[src/rtl/conv_tile_sched_if.sv]
// Memory-port bundle between the tile scheduler (master) and the memory system (slave).
// Single outstanding transaction: request/attributes held until mem_gnt, reads complete on mem_rvalid.
interface conv_tile_sched_if #(
    parameter int ADDR_W = 32
);
    logic              mem_req;
    logic              mem_we;
    logic [ADDR_W-1:0] mem_addr;
    logic [31:0]       mem_wdata;
    logic              mem_gnt;
    logic              mem_rvalid;
    logic [31:0]       mem_rdata;

    modport master (
        output mem_req, mem_we, mem_addr, mem_wdata,
        input  mem_gnt, mem_rvalid, mem_rdata
    );

    modport slave (
        input  mem_req, mem_we, mem_addr, mem_wdata,
        output mem_gnt, mem_rvalid, mem_rdata
    );
endinterface

[src/rtl/conv_tile_sched.sv]
// Tile scheduler for a Winograd F(2x2,3x3) datapath: loads 3x3 weights and a 4x4 input tile,
// launches the datapath, then writes back 4 outputs (or one 2x2 max-pooled value) with optional ReLU.
module conv_tile_sched #(
    parameter int ADDR_W = 32
) (
    input  logic              clk,
    input  logic              rst,
    input  logic              start,
    input  logic              skip_w,
    input  logic              relu_en,
    input  logic              pool_en,
    input  logic [ADDR_W-1:0] w_base,
    input  logic [ADDR_W-1:0] in_base,
    input  logic [ADDR_W-1:0] out_base,
    input  logic [15:0]       row_stride,
    output logic              busy,
    output logic              done,
    conv_tile_sched_if.master mem,
    output logic              w_wr,
    output logic              x_wr,
    output logic [3:0]        ld_idx,
    output logic [31:0]       ld_data,
    output logic              calc_start,
    input  logic              calc_done,
    input  logic [31:0]       y0,
    input  logic [31:0]       y1,
    input  logic [31:0]       y2,
    input  logic [31:0]       y3
);

    typedef enum logic [2:0] {
        ST_IDLE,
        ST_LOAD_W,
        ST_LOAD_X,
        ST_CALC,
        ST_WRITE,
        ST_DONE
    } state_t;

    state_t            state_q, state_d;
    logic [3:0]        idx_q;
    logic              wait_q;
    logic              launched_q;
    logic              relu_q, pool_q;
    logic [ADDR_W-1:0] w_base_q, in_base_q, out_base_q;
    logic [15:0]       stride_q;
    logic [31:0]       y_q [4];

    logic              rd_accept;
    logic [ADDR_W-1:0] x_word;
    logic [31:0]       y_in   [4];
    logic [31:0]       y_relu [4];
    logic [31:0]       y_max;

    // ReLU is applied before the signed max so pooling sees clamped values
    always_comb begin
        y_in[0] = y0;
        y_in[1] = y1;
        y_in[2] = y2;
        y_in[3] = y3;
        for (int unsigned i = 0; i < 4; i++) begin
            y_relu[i] = (relu_q && y_in[i][31]) ? '0 : y_in[i];
        end
        y_max = y_relu[0];
        for (int unsigned i = 1; i < 4; i++) begin
            if ($signed(y_relu[i]) > $signed(y_max)) y_max = y_relu[i];
        end
    end

    always_ff @(posedge clk or posedge rst) begin
        if (rst) state_q <= ST_IDLE;
        else     state_q <= state_d;
    end

    always_comb begin
        state_d        = state_q;
        busy           = (state_q != ST_IDLE);
        done           = 1'b0;
        calc_start     = 1'b0;
        rd_accept      = 1'b0;
        mem.mem_req    = 1'b0;
        mem.mem_we     = 1'b0;
        mem.mem_addr   = '0;
        mem.mem_wdata  = '0;
        x_word         = ADDR_W'(idx_q[3:2]) * ADDR_W'(stride_q) + ADDR_W'(idx_q[1:0]);
        case (state_q)
            ST_IDLE: begin
                if (start) state_d = skip_w ? ST_LOAD_X : ST_LOAD_W;
            end
            ST_LOAD_W: begin
                mem.mem_req  = !wait_q;
                mem.mem_addr = w_base_q + (ADDR_W'(idx_q) << 2);
                rd_accept    = wait_q && mem.mem_rvalid;
                if (rd_accept && idx_q == 4'd8) state_d = ST_LOAD_X;
            end
            ST_LOAD_X: begin
                mem.mem_req  = !wait_q;
                mem.mem_addr = in_base_q + (x_word << 2);
                rd_accept    = wait_q && mem.mem_rvalid;
                if (rd_accept && idx_q == 4'd15) state_d = ST_CALC;
            end
            ST_CALC: begin
                calc_start = !launched_q;
                if (calc_done) state_d = ST_WRITE;
            end
            ST_WRITE: begin
                mem.mem_req   = 1'b1;
                mem.mem_we    = 1'b1;
                mem.mem_addr  = out_base_q + (ADDR_W'(idx_q) << 2);
                mem.mem_wdata = y_q[idx_q[1:0]];
                if (mem.mem_gnt && (pool_q || idx_q == 4'd3)) state_d = ST_DONE;
            end
            ST_DONE: begin
                done    = 1'b1;
                state_d = ST_IDLE;
            end
            default: state_d = ST_IDLE;
        endcase
    end

    always_ff @(posedge clk or posedge rst) begin
        if (rst) begin
            idx_q      <= '0;
            wait_q     <= 1'b0;
            launched_q <= 1'b0;
            relu_q     <= 1'b0;
            pool_q     <= 1'b0;
            w_base_q   <= '0;
            in_base_q  <= '0;
            out_base_q <= '0;
            stride_q   <= '0;
            w_wr       <= 1'b0;
            x_wr       <= 1'b0;
            ld_idx     <= '0;
            ld_data    <= '0;
            for (int unsigned i = 0; i < 4; i++) y_q[i] <= '0;
        end else begin
            w_wr <= 1'b0;
            x_wr <= 1'b0;
            case (state_q)
                ST_IDLE: begin
                    if (start) begin
                        relu_q     <= relu_en;
                        pool_q     <= pool_en;
                        w_base_q   <= w_base;
                        in_base_q  <= in_base;
                        out_base_q <= out_base;
                        stride_q   <= row_stride;
                        idx_q      <= '0;
                        wait_q     <= 1'b0;
                        launched_q <= 1'b0;
                    end
                end
                ST_LOAD_W, ST_LOAD_X: begin
                    if (mem.mem_req && mem.mem_gnt) wait_q <= 1'b1;
                    // Index wraps to 0 after the last weight (8) and the last tile word (15)
                    if (rd_accept) begin
                        wait_q  <= 1'b0;
                        ld_idx  <= idx_q;
                        ld_data <= mem.mem_rdata;
                        w_wr    <= (state_q == ST_LOAD_W);
                        x_wr    <= (state_q == ST_LOAD_X);
                        idx_q   <= (state_q == ST_LOAD_W && idx_q == 4'd8) ? '0 : idx_q + 4'd1;
                    end
                end
                ST_CALC: begin
                    launched_q <= 1'b1;
                    if (calc_done) begin
                        for (int unsigned i = 0; i < 4; i++) y_q[i] <= y_relu[i];
                        if (pool_q) y_q[0] <= y_max;
                    end
                end
                ST_WRITE: begin
                    if (mem.mem_gnt) idx_q <= idx_q + 4'd1;
                end
                ST_DONE: begin
                    idx_q      <= '0;
                    launched_q <= 1'b0;
                end
                default: ;
            endcase
        end
    end

endmodule

[src/flat_wrapper.sv]
// flat-port wrapper written by rule: the top's interface ports become plain ports
module conv_tile_sched_flat 
#(
    parameter int ADDR_W = 32
)
  (clk, rst, start, skip_w, relu_en, pool_en, w_base, in_base, out_base, row_stride, busy, done, w_wr, x_wr, ld_idx, ld_data, calc_start, calc_done, y0, y1, y2, y3, mem_mem_req, mem_mem_we, mem_mem_addr, mem_mem_wdata, mem_mem_gnt, mem_mem_rvalid, mem_mem_rdata);
  conv_tile_sched_if #(.ADDR_W(ADDR_W)) mem_i ();
  input  logic clk;
  input  logic rst;
  input  logic start;
  input  logic skip_w;
  input  logic relu_en;
  input  logic pool_en;
  input  logic [ADDR_W-1:0] w_base;
  input  logic [ADDR_W-1:0] in_base;
  input  logic [ADDR_W-1:0] out_base;
  input  logic [15:0] row_stride;
  output logic busy;
  output logic done;
  output logic w_wr;
  output logic x_wr;
  output logic [3:0] ld_idx;
  output logic [31:0] ld_data;
  output logic calc_start;
  input  logic calc_done;
  input  logic [31:0] y0;
  input  logic [31:0] y1;
  input  logic [31:0] y2;
  input  logic [31:0] y3;
  output wire logic [$bits(mem_i.mem_req)-1:0] mem_mem_req;
  output wire logic [$bits(mem_i.mem_we)-1:0] mem_mem_we;
  output wire logic [$bits(mem_i.mem_addr)-1:0] mem_mem_addr;
  output wire logic [$bits(mem_i.mem_wdata)-1:0] mem_mem_wdata;
  input wire logic [$bits(mem_i.mem_gnt)-1:0] mem_mem_gnt;
  input wire logic [$bits(mem_i.mem_rvalid)-1:0] mem_mem_rvalid;
  input wire logic [$bits(mem_i.mem_rdata)-1:0] mem_mem_rdata;
  assign mem_mem_req = mem_i.mem_req;
  assign mem_mem_we = mem_i.mem_we;
  assign mem_mem_addr = mem_i.mem_addr;
  assign mem_mem_wdata = mem_i.mem_wdata;
  assign mem_i.mem_gnt = mem_mem_gnt;
  assign mem_i.mem_rvalid = mem_mem_rvalid;
  assign mem_i.mem_rdata = mem_mem_rdata;
  conv_tile_sched #(.ADDR_W(ADDR_W)) u_core (.clk(clk), .rst(rst), .start(start), .skip_w(skip_w), .relu_en(relu_en), .pool_en(pool_en), .w_base(w_base), .in_base(in_base), .out_base(out_base), .row_stride(row_stride), .busy(busy), .done(done), .mem(mem_i), .w_wr(w_wr), .x_wr(x_wr), .ld_idx(ld_idx), .ld_data(ld_data), .calc_start(calc_start), .calc_done(calc_done), .y0(y0), .y1(y1), .y2(y2), .y3(y3));
endmodule
[config.mk]
export PLATFORM = sky130hd
export DESIGN_NAME = conv_tile_sched_flat
export DESIGN_NICKNAME = d
export VERILOG_FILES = /design/src/rtl/conv_tile_sched_if.sv /design/src/rtl/conv_tile_sched.sv /design/src/flat_wrapper.sv
export SDC_FILE = /design/constraint.sdc
export NUM_CORES = 1
export LEC_CHECK = 0
export ABC_CLOCK_PERIOD_IN_PS = 9350
export BUFFER_PORTS_ARGS = -buffer_cell sky130_fd_sc_hd__buf_2
export CAP_MARGIN = 10
export CORE_ASPECT_RATIO = 2
export CORE_UTILIZATION = 52
export CTS_CLUSTER_SIZE = 28
export DETAILED_ROUTE_END_ITERATION = 12
export PLACE_DENSITY = 0.79
export REMOVE_ABC_BUFFERS = 1
export SYNTH_ARGS = -nofsm -noshare
export SYNTH_HDL_FRONTEND = slang
export SYNTH_SLANG_ARGS = --single-unit
[constraint.sdc]
create_clock -name clk -period 9.35 [get_ports clk]
set_input_delay 1.87 -clock clk [delete_from_list [all_inputs] [get_ports clk]]
set_output_delay 1.87 -clock clk [all_outputs]
set_load 0.05 [all_outputs]
Yosys cells after proc, flatten, opt, wreduce, memory -nomap -nowiden. Cells that the tools add are included.

Equal/unequal tests: 16. $lt $le $gt $ge: 4. Mux-type cells: 39. Reductions and logical operators: 26. Add/subtract/negate cells: 5. Bitwise operators: 1. Multipliers: 1. Shift operators: 0. Div/mod/pow operators: 0.

Operator list (number): 2-to-1 mux 32 bit (11); > comparator 32 bit (3); one-hot mux 32 bit (3 select lines) (1); adder 32 x 6 -> 32 bit (2); binary-select mux 32 bit (select 2 bit) (1); adder 32 bit (1); adder 18 x 2 -> 19 bit (1); multiplier 2 x 16 -> 18 bit (1); 2-to-1 mux 4 bit (4); one-hot mux 4 bit (4 select lines) (1); 2-to-1 mux 3 bit (5); one-hot mux 3 bit (5 select lines) (1); 2-to-1 mux 1 bit (11); logical AND 1 bit (10); == test 4 bit (second input constant) (2); != test 2 x 1 -> 1 bit (second input constant) (4); AND reduction 2 bit (4); == test 3 x 2 -> 1 bit (second input constant) (2); == test 3 bit (second input constant) (2); != test 2 bit (second input constant) (3); nonzero test 3 bit (2); AND reduction 5 bit (1); adder 4 x 1 -> 4 bit (second input constant) (1); == test 4 x 2 -> 1 bit (second input constant) (1); 15 further kinds (17).

ROM bits: 0. Memories: 0. Bits of input ports: 281. Bits in registers: 289. Output and inout port bits: 107. Bits in writable memories: 0. Bits in latches: 0.

Logic depth before layout (Yosys ltp). Gate-level depths: netlist of run 1.

Word-level depth: 9. Depth in mapped cells: 42. Mapped depth without buffers: 34.

Least setup slack after synthesis of run 1. OpenSTA, ideal clock, no wires.

Path type: input to register. Start: input y0[31]. End: register u_core.y_q[106] (netlist name). Data arrival time: 10043 ps. Setup slack: -817 ps. Setup time: 124 ps. Stages: 41. Cells stage by stage: nand2_1 > clkbuf_1 > clkbuf_1 > buf_1 > clkbuf_1 > nand2_1 > ha_1 > nand4_1 > nor4_1 > a221o_1 > or3_4 > and4_4 > or2_1 > clkbuf_1 > buf_2 > buf_6 > a31oi_1 > ha_1 > [... 5 more ...] > nor2_1 > a211oi_2 > o21ai_4 > buf_6 > a21oi_2 > nor2_1 > ha_1 > nand4_1 > nor3_1 > nand2_1 > or3_1 > o311ai_0 > o21ai_0 > nand2_1 > clkbuf_1 > a311oi_1 > a21o_2 > o31a_1.

Cells in the longest elaborated chain, start to end: 9.

RTL lines: start, declared (RTL line flat_wrapper.sv:26) `input logic [31:0] y0;`; logical AND 1 bit (RTL line conv_tile_sched.sv:62) `y_relu[i] = (relu_q && y_in[i][31]) ? '0 : y_in[i];`; 2-to-1 mux 32 bit * (RTL line conv_tile_sched.sv:62); > comparator 32 bit (RTL line conv_tile_sched.sv:66) `if ($signed(y_relu[i]) > $signed(y_max)) y_max = y_relu[i];`; 2-to-1 mux 32 bit (RTL line conv_tile_sched.sv:66); > comparator 32 bit (RTL line conv_tile_sched.sv:66); 2-to-1 mux 32 bit (RTL line conv_tile_sched.sv:66); > comparator 32 bit (RTL line conv_tile_sched.sv:66); 2-to-1 mux 32 bit (RTL line conv_tile_sched.sv:66); 2-to-1 mux 32 bit * (RTL line conv_tile_sched.sv:170) `if (pool_q) y_q[0] <= y_max;`; end, declared (RTL line conv_tile_sched.sv:47) `logic [31:0] y_q [4];`.

Mark *: on every way between the ends. The rest lies on a longest branch, timed or not. A chain may end at the register's enable or synchronous reset.

Worst setup path in the final report of run 1.
Start: input y0[31]. End: register u_core.y_q[127] (netlist name).

The elaborated chain is that of the path after synthesis.

==> flow_summary.toml, run 1 <==
[run_status]
status = "completed"

[power_and_ir_drop]
p_per_area_nw_per_um2 = 417
p_leak_nw = 13.1
sw_frac_of_total_pct = 48.0
seqPwrFrac_pct = 21.1
p_int_w = 0.00571
ir_drop_v = 0.000301
switchingPower_w = 0.00528
pwr-share-comb_pct = 68.1
pwr-share-clk_pct = 10.8

[layout]
final_cell_mix = "buf_2 (386), nand2_1 (308), dfrtp_1 (287)"
final_util_pct = 69.0
drive_gt1_share_pct = 37.7
num-nets-final = 3196
finalNonFillerCells = 3304
areaGrowthSynthToFinish_pct = 30.1
final_common_cell = "buf_2"

[place]
place_ws_ps = -1610
dpl.cell_count = 3215
dp_hpwl_um = 55100
portBuffers = 387
gp_congestion = 1.06

[cts]
cts_max_level = 1
clk_pin_slew_ps = 70
cts_buffers = 28
clock_latency_ps = 590
cts_tree = "built"
ctsHoldBuffers = 0
clockBufferDepth = 3
clock-sinks = 289
clock-root-buffer = "clkbuf_16"

[worst_hold_path]
hold_depth = 2
worstHoldEndpoint = "u_core.y_q[61]"
hp-start = "u_core.y_q[61]"
min_path_type = "reg -> reg"

[setup_path]
r2r_cells = 42
worstPathMaxFanout = 15
worstPathArrival_ps = 9840
cp-end-kind = "register"
rrSetupSlack_ps = 740
slowest_stage = "or4_4"
critical_path_class = "in -> reg"
cp_top_family = "simple AND/OR/NAND/NOR gates"
crit_required_ps = 9880
max_stage_delay_ps = 590
r2r-start = "u_core.relu_q"
start_kind = "input pin"
critical_path_buf_inv_count = 12
cp_common_cell = "buf_4"
timing.rr.end = "u_core.y_q[127]"

[synth]
synth_top_area_cell = "dfrtp_1"
yosys-top-cells-area = "dfrtp_1 (36%), ha_1 (9.1%), mux2_2 (8.4%)"
async_flop_share_pct = 100
synth_cell_types = 80
yosysSeqAreaShare_pct = 35.7
synth_top_area_share_pct = 35.7
synth-seq-cells = 289
avgSynthCellArea_um2 = 9.24
ys.flop_type = "dfrtp_1"
synth-edff-count = 0
syn_inst = 2192
synth_warnings = 0
synth_area_um2 = 20300

[global_routing]
grt.total_usage_pct = 36.2
grt_pass1_vias = 20572
grt_pass1_wl_um = 109000
antenna_found_initial = 6
grt_max_degree = 101
grt_overflow = 0

[floorplanning]
die_area_um2 = 39800
die_w_um = 142
rows = 101
start_util_pct = 53.1
io_pins = 388
core_um2 = 38200
die_height_um = 281

[detailed_routing]
ant_nets = 0
vias = 19718
drtPass1Iterations = 6
drc = 0
drtIter0Drc = 1009
via_per_inst = 5.97
wl_per_cell_um = 22.5
routed_wl_um = 74300

[timing]
skew_ps = 25.5
fin_tns_setup_ps = 0
rsz0062_at_grt = "yes"
slew_headroom_pct = 16.8
hold_viol_final = 0
setup_viol = 0
period_share_pct = 99.5
report.final.slew_viol_count = 0
worst_pin_slew_ps = 1240
fin_crit_ps = 9310
max_freq_mhz = 107
layout_setup_ws_ps = 42.6

[run]
cap_viol_max_count = 0
-- timing repair --
item	CTS	global route
gates resized for setup	41	106
endpoints found under the hold margin	0	0
pin swaps	15	51
cloned	2	5
setup endpoints to repair	32	37
buffers inserted	11	15
-- power by group through the flow --
stage / clock network (W) / logic (W) / registers (W)
after floorplan: 0 / 0.00389 / 0.00251
after global placement: 0 / 0.00650 / 0.00226
after detailed placement: 0 / 0.00663 / 0.00231
after CTS: 0.00121 / 0.00685 / 0.00230
after global routing: 0.00125 / 0.00796 / 0.00238
final: 0.00119 / 0.00749 / 0.00232
-- tightest hold or removal path: cells and delay by family (launching register included) --
| family | cells | cell delay, ps |
|---|---|---|
| AOI/OAI and AO/OA | 1 | 50 |
| DFF | 1 | 340 |
| and+or+nand+nor | 1 | 40 |
-- Yosys cell counts, types with 5 or more instances --
cell / count
a21o_1: 54
o21ai_0: 159
mux2i_1: 11
buf_6: 8
a41oi_1: 5
xnor2_1: 54
a311oi_1: 31
nand3_1: 45
mux2_2: 151
nor4_1: 6
a21oi_1: 86
buf_2: 5
and2_1: 68
a22oi_1: 22
xor2_1: 32
nand2b_1: 9
and4_1: 7
nor2_1: 111
nor3_1: 32
nand4_1: 21
a211oi_1: 14
dfrtp_1: 289
nand2_1: 319
or3_1: 10
o31ai_1: 6
and3_1: 11
o31a_1: 30
nor2b_1: 19
o21bai_1: 7
a21oi_2: 23
o21a_1: 9
o22ai_1: 11
a31oi_1: 30
clkbuf_1: 100
ha_1: 148
inv_1: 120
mux4_2: 32
nor3_2: 9
buf_1: 11
-- cell families (layout without fill, tap and decap cells) --
kind of cell	count (synthesis)	in the layout	share of synthesized area [%]
XOR/XNOR	86	86	3.72
AO/OA/AOI/OAI	534	536	17.5
buffers and inverters	251	842	5.22
multiplexers	194	194	12.5
adder cells (fa/ha/maj)	152	152	9.54
flip-flops	289	289	35.7
AND/OR/NAND/NOR	686	686	15.9
other	0	4	0
-- layer usage --
layer	vias to the layer above	wire length [µm]	track usage, %
met4	4	7490	30.3
met3	356	4380	5.57
met1	9515	23300	33.7
met2	897	39000	67.9
li1	8946	-	-
met5	-	23	0
-- stage by stage --
stage / area (µm²) / power (W) / hold WS [ps]
floorplan: 19600 / 0.00640 / 445
global placement: 24300 / 0.00876 / 456
detailed placement: 24300 / 0.00894 / 466
CTS: 25600 / 0.0103 / 480
global route: 26300 / 0.0116 / 507
finish: 26300 / 0.0110 / 474
-- flip-flops by register name, summed over array words and instances, names as in the netlist --
name	cells
u_core.state_q	3
u_core.y_q	128
u_core.ld_idx	4
u_core.pool_q	1
u_core.relu_q	1
u_core.wait_q	1
u_core.stride_q	16
u_core.in_base_q	32
u_core.w_base_q	32
u_core.launched_q	1
u_core.x_wr	1
u_core.idx_q	4
u_core.w_wr	1
u_core.out_base_q	32
u_core.ld_data	32
-- cell type report --
cell class / count / area [µm²]
antenna: 4 / 10.0
clock buffer: 38 / 810
clock inverter: 14 / 138
fill: 2995 / 11800
inverter: 120 / 458
multi-input combinational: 1654 / 12700
sequential: 289 / 7230
tap: 515 / 644
timing repair buffer: 670 / 4400
-- worst max-delay path by stage --
stage / from / to / slack, ps / cells past startpoint
global route: y0[31] / u_core.y_q[125] / -250 / 43
detailed placement: y0[31] / u_core.y_q[96] / -1610 / 38
floorplan: start / u_core.in_base_q[0] / -5420 / 2
CTS: y1[31] / u_core.y_q[96] / 40 / 42
global placement: y0[31] / u_core.y_q[96] / -1490 / 40
finish: y0[31] / u_core.y_q[127] / 40 / 43
Power figures use the tool's default switching activity.
==> run 2: changes to the inputs <==
- ABC_CLOCK_PERIOD_IN_PS: 9350 -> 7800
- RECOVER_POWER: unset -> 25
- clock period: 9.35 -> 7.8 ns (I/O delays scaled with it)
==> run 2 against run 1 <==
Compared with the run above: the run now ends with max-capacitance violations, max-slew violations, negative setup slack left; via count up 4.3%; total power rose by 29%; die area is the same; clock-buffer cell count increased by 4; largest cell class unchanged; register-to-register slack lost 1500 ps; first-iteration DRC count grew 37%; sequential share of layout area shrank 1.3 points; setup slack got worse by 1200 ps; hold slack better by 2.3 ps; combinational power grew 32%.
==> flow_summary.toml, run 2 (same netlist as run 1, synthesis figures left out) <==
[setup_path]
worstPathMaxFanout = 12
start_kind = "input pin"
max_stage_delay_ps = 580
r2r_cells = 43
critical_path_class = "in -> reg"
slowest_stage = "or4_4"
worstPathArrival_ps = 9430
cp-end-kind = "register"
cp_common_cell = "buf_4"
crit_required_ps = 8310

[timing]
report.final.slew_viol_count = 208
slew_headroom_pct = -223
max_freq_mhz = 112
fin_crit_ps = 8920
rsz0062_at_grt = "yes"
layout_setup_ws_ps = -1120
period_share_pct = 114
setup_viol = 33
hold_viol_final = 0
skew_ps = 32.0
worst_pin_slew_ps = 4850

[layout]
final_common_cell = "buf_2"
seqCellArea_um2 = 7230
largest_reg_flops = 128
regMostFlops = "u_core.y_q"
drive_gt1_share_pct = 41.8
fill_cells = 2767
areaGrowthSynthToFinish_pct = 36.4
num-nets-final = 3256
multiInputGateArea_um2 = 13300
final_cell_mix = "buf_2 (374), buf_4 (304), dfrtp_1 (287)"
final_util_pct = 72.4
finalNonFillerCells = 3364

[place]
gp_congestion = 1.00
dp_hpwl_um = 54900
dpl.cell_count = 3239
place_ws_ps = -2340
portBuffers = 387

[cts]
clock-root-buffer = "clkbuf_16"
cts_buffers = 28
cts_tree = "built"
clock-sinks = 289
cts_max_level = 1
clockBufferDepth = 3
clk_pin_slew_ps = 60
ctsHoldBuffers = 0
clock_latency_ps = 600

[floorplanning]
io_pins = 388
start_util_pct = 53.1
core_um2 = 38200
die_area_um2 = 39800
rows = 101
die_w_um = 142
die_height_um = 281

[global_routing]
grt_pass1_wl_um = 114000
grt_overflow = 0
grt_max_degree = 173
antenna_found_initial = 7
grt_pass1_vias = 21460
grt.total_usage_pct = 38.0

[detailed_routing]
via_per_inst = 6.12
wl_per_cell_um = 23.5
vias = 20572
drtIter0Drc = 1384
ant_nets = 0
routed_wl_um = 79000
drc = 0
drtPass1Iterations = 6

[power_and_ir_drop]
ir_drop_v = 0.000416
p_per_area_nw_per_um2 = 513
p_leak_nw = 13.5

[worst_hold_path]
hold_depth = 2
min_path_type = "reg -> reg"

[run_status]
failed_checks = "max-capacitance violations, max-slew violations, negative setup slack"
status = "complete, but fails checks"

[run]
cap_viol_max_count = 4
==> run 2: cell count changes in the layout (fill, tap and decap cells not counted), sizes merged <==
cell	before	now
buf	666	720
clkbuf	42	51
clkinv	10	2
bufinv	2	4
bufbuf	0	1
diode	4	5
inv	121	122
==> run 2: path summary, 6_finish.rpt <==
kind | endpoint | startpoint | slack, ps
max in group asynchronous | u_core.y_q[73] | rst | 2200
worst min-delay path | u_core.y_q[33] | u_core.y_q[33] | 480
worst max-delay path | u_core.y_q[117] | y1[31] | -1120
worst max register to register | u_core.y_q[117] | u_core.relu_q | -780
worst min register to register | u_core.y_q[33] | u_core.y_q[33] | 480
min in group asynchronous | u_core.y_q[25] | rst | 2770
==> run 2: cell type report <==
type	count	area share (%)
diodes	5	0.0453
clock buffers	42	2.98
clock inverters	9	0.575
inverters	120	1.64
multi-input cells	1654	48.2
flip-flops and latches	289	26.2
well taps	515	2.33
repair buffers	730	18.1
==> run 2: power breakdown <==
part / switching, W / internal, W / total (W) / leakage [nW]
registers: 0.000559 / 0.00221 / 0.00277 / 3.55
logic: 0.00564 / 0.00426 / 0.00991 / 9.46
clock network: 0.000631 / 0.000863 / 0.00149 / 0.477
total: 0.00683 / 0.00734 / 0.0142 / 13.5
==> run 2: repair_timing <==
action                     4_1_cts  5_1_grt
setup endpoints to repair       46       45
gates resized for setup        161      152
gates cloned                     5        4
pin swaps                       76       72
buffers inserted                36       25
==> run 2: layer usage <==
layer  global-route usage, %  vias up  wire length, µm
li1                        -     9076                -
met1                    35.7     9779            24500
met2                    67.8     1208            39800
met3                    6.78      507             5600
met4                    37.6        2             9080
met5                       0        -               13
==> run 2: critical path: cells and delay by family <==
family | cells | cell delay (ps)
buffers and inverters | 10 | 1380
adder cells (fa/ha/maj) | 3 | 930
AO/OA/AOI/OAI | 11 | 2200
AND/OR/NAND/NOR | 18 | 3330
==> run 2: metrics by stage <==
step	hold slack, ps	instance area, µm²	total power [W]	TNS [ps]
2_1_floorplan	445	19600	0.00768	-1392740
3_3_place_gp	456	24500	0.0106	-64430
3_5_place_dp	466	24500	0.0108	-71190
4_1_cts	480	26600	0.0133	-21400
5_1_grt	498	27600	0.0149	-41880
6_report	476	27600	0.0142	-33340
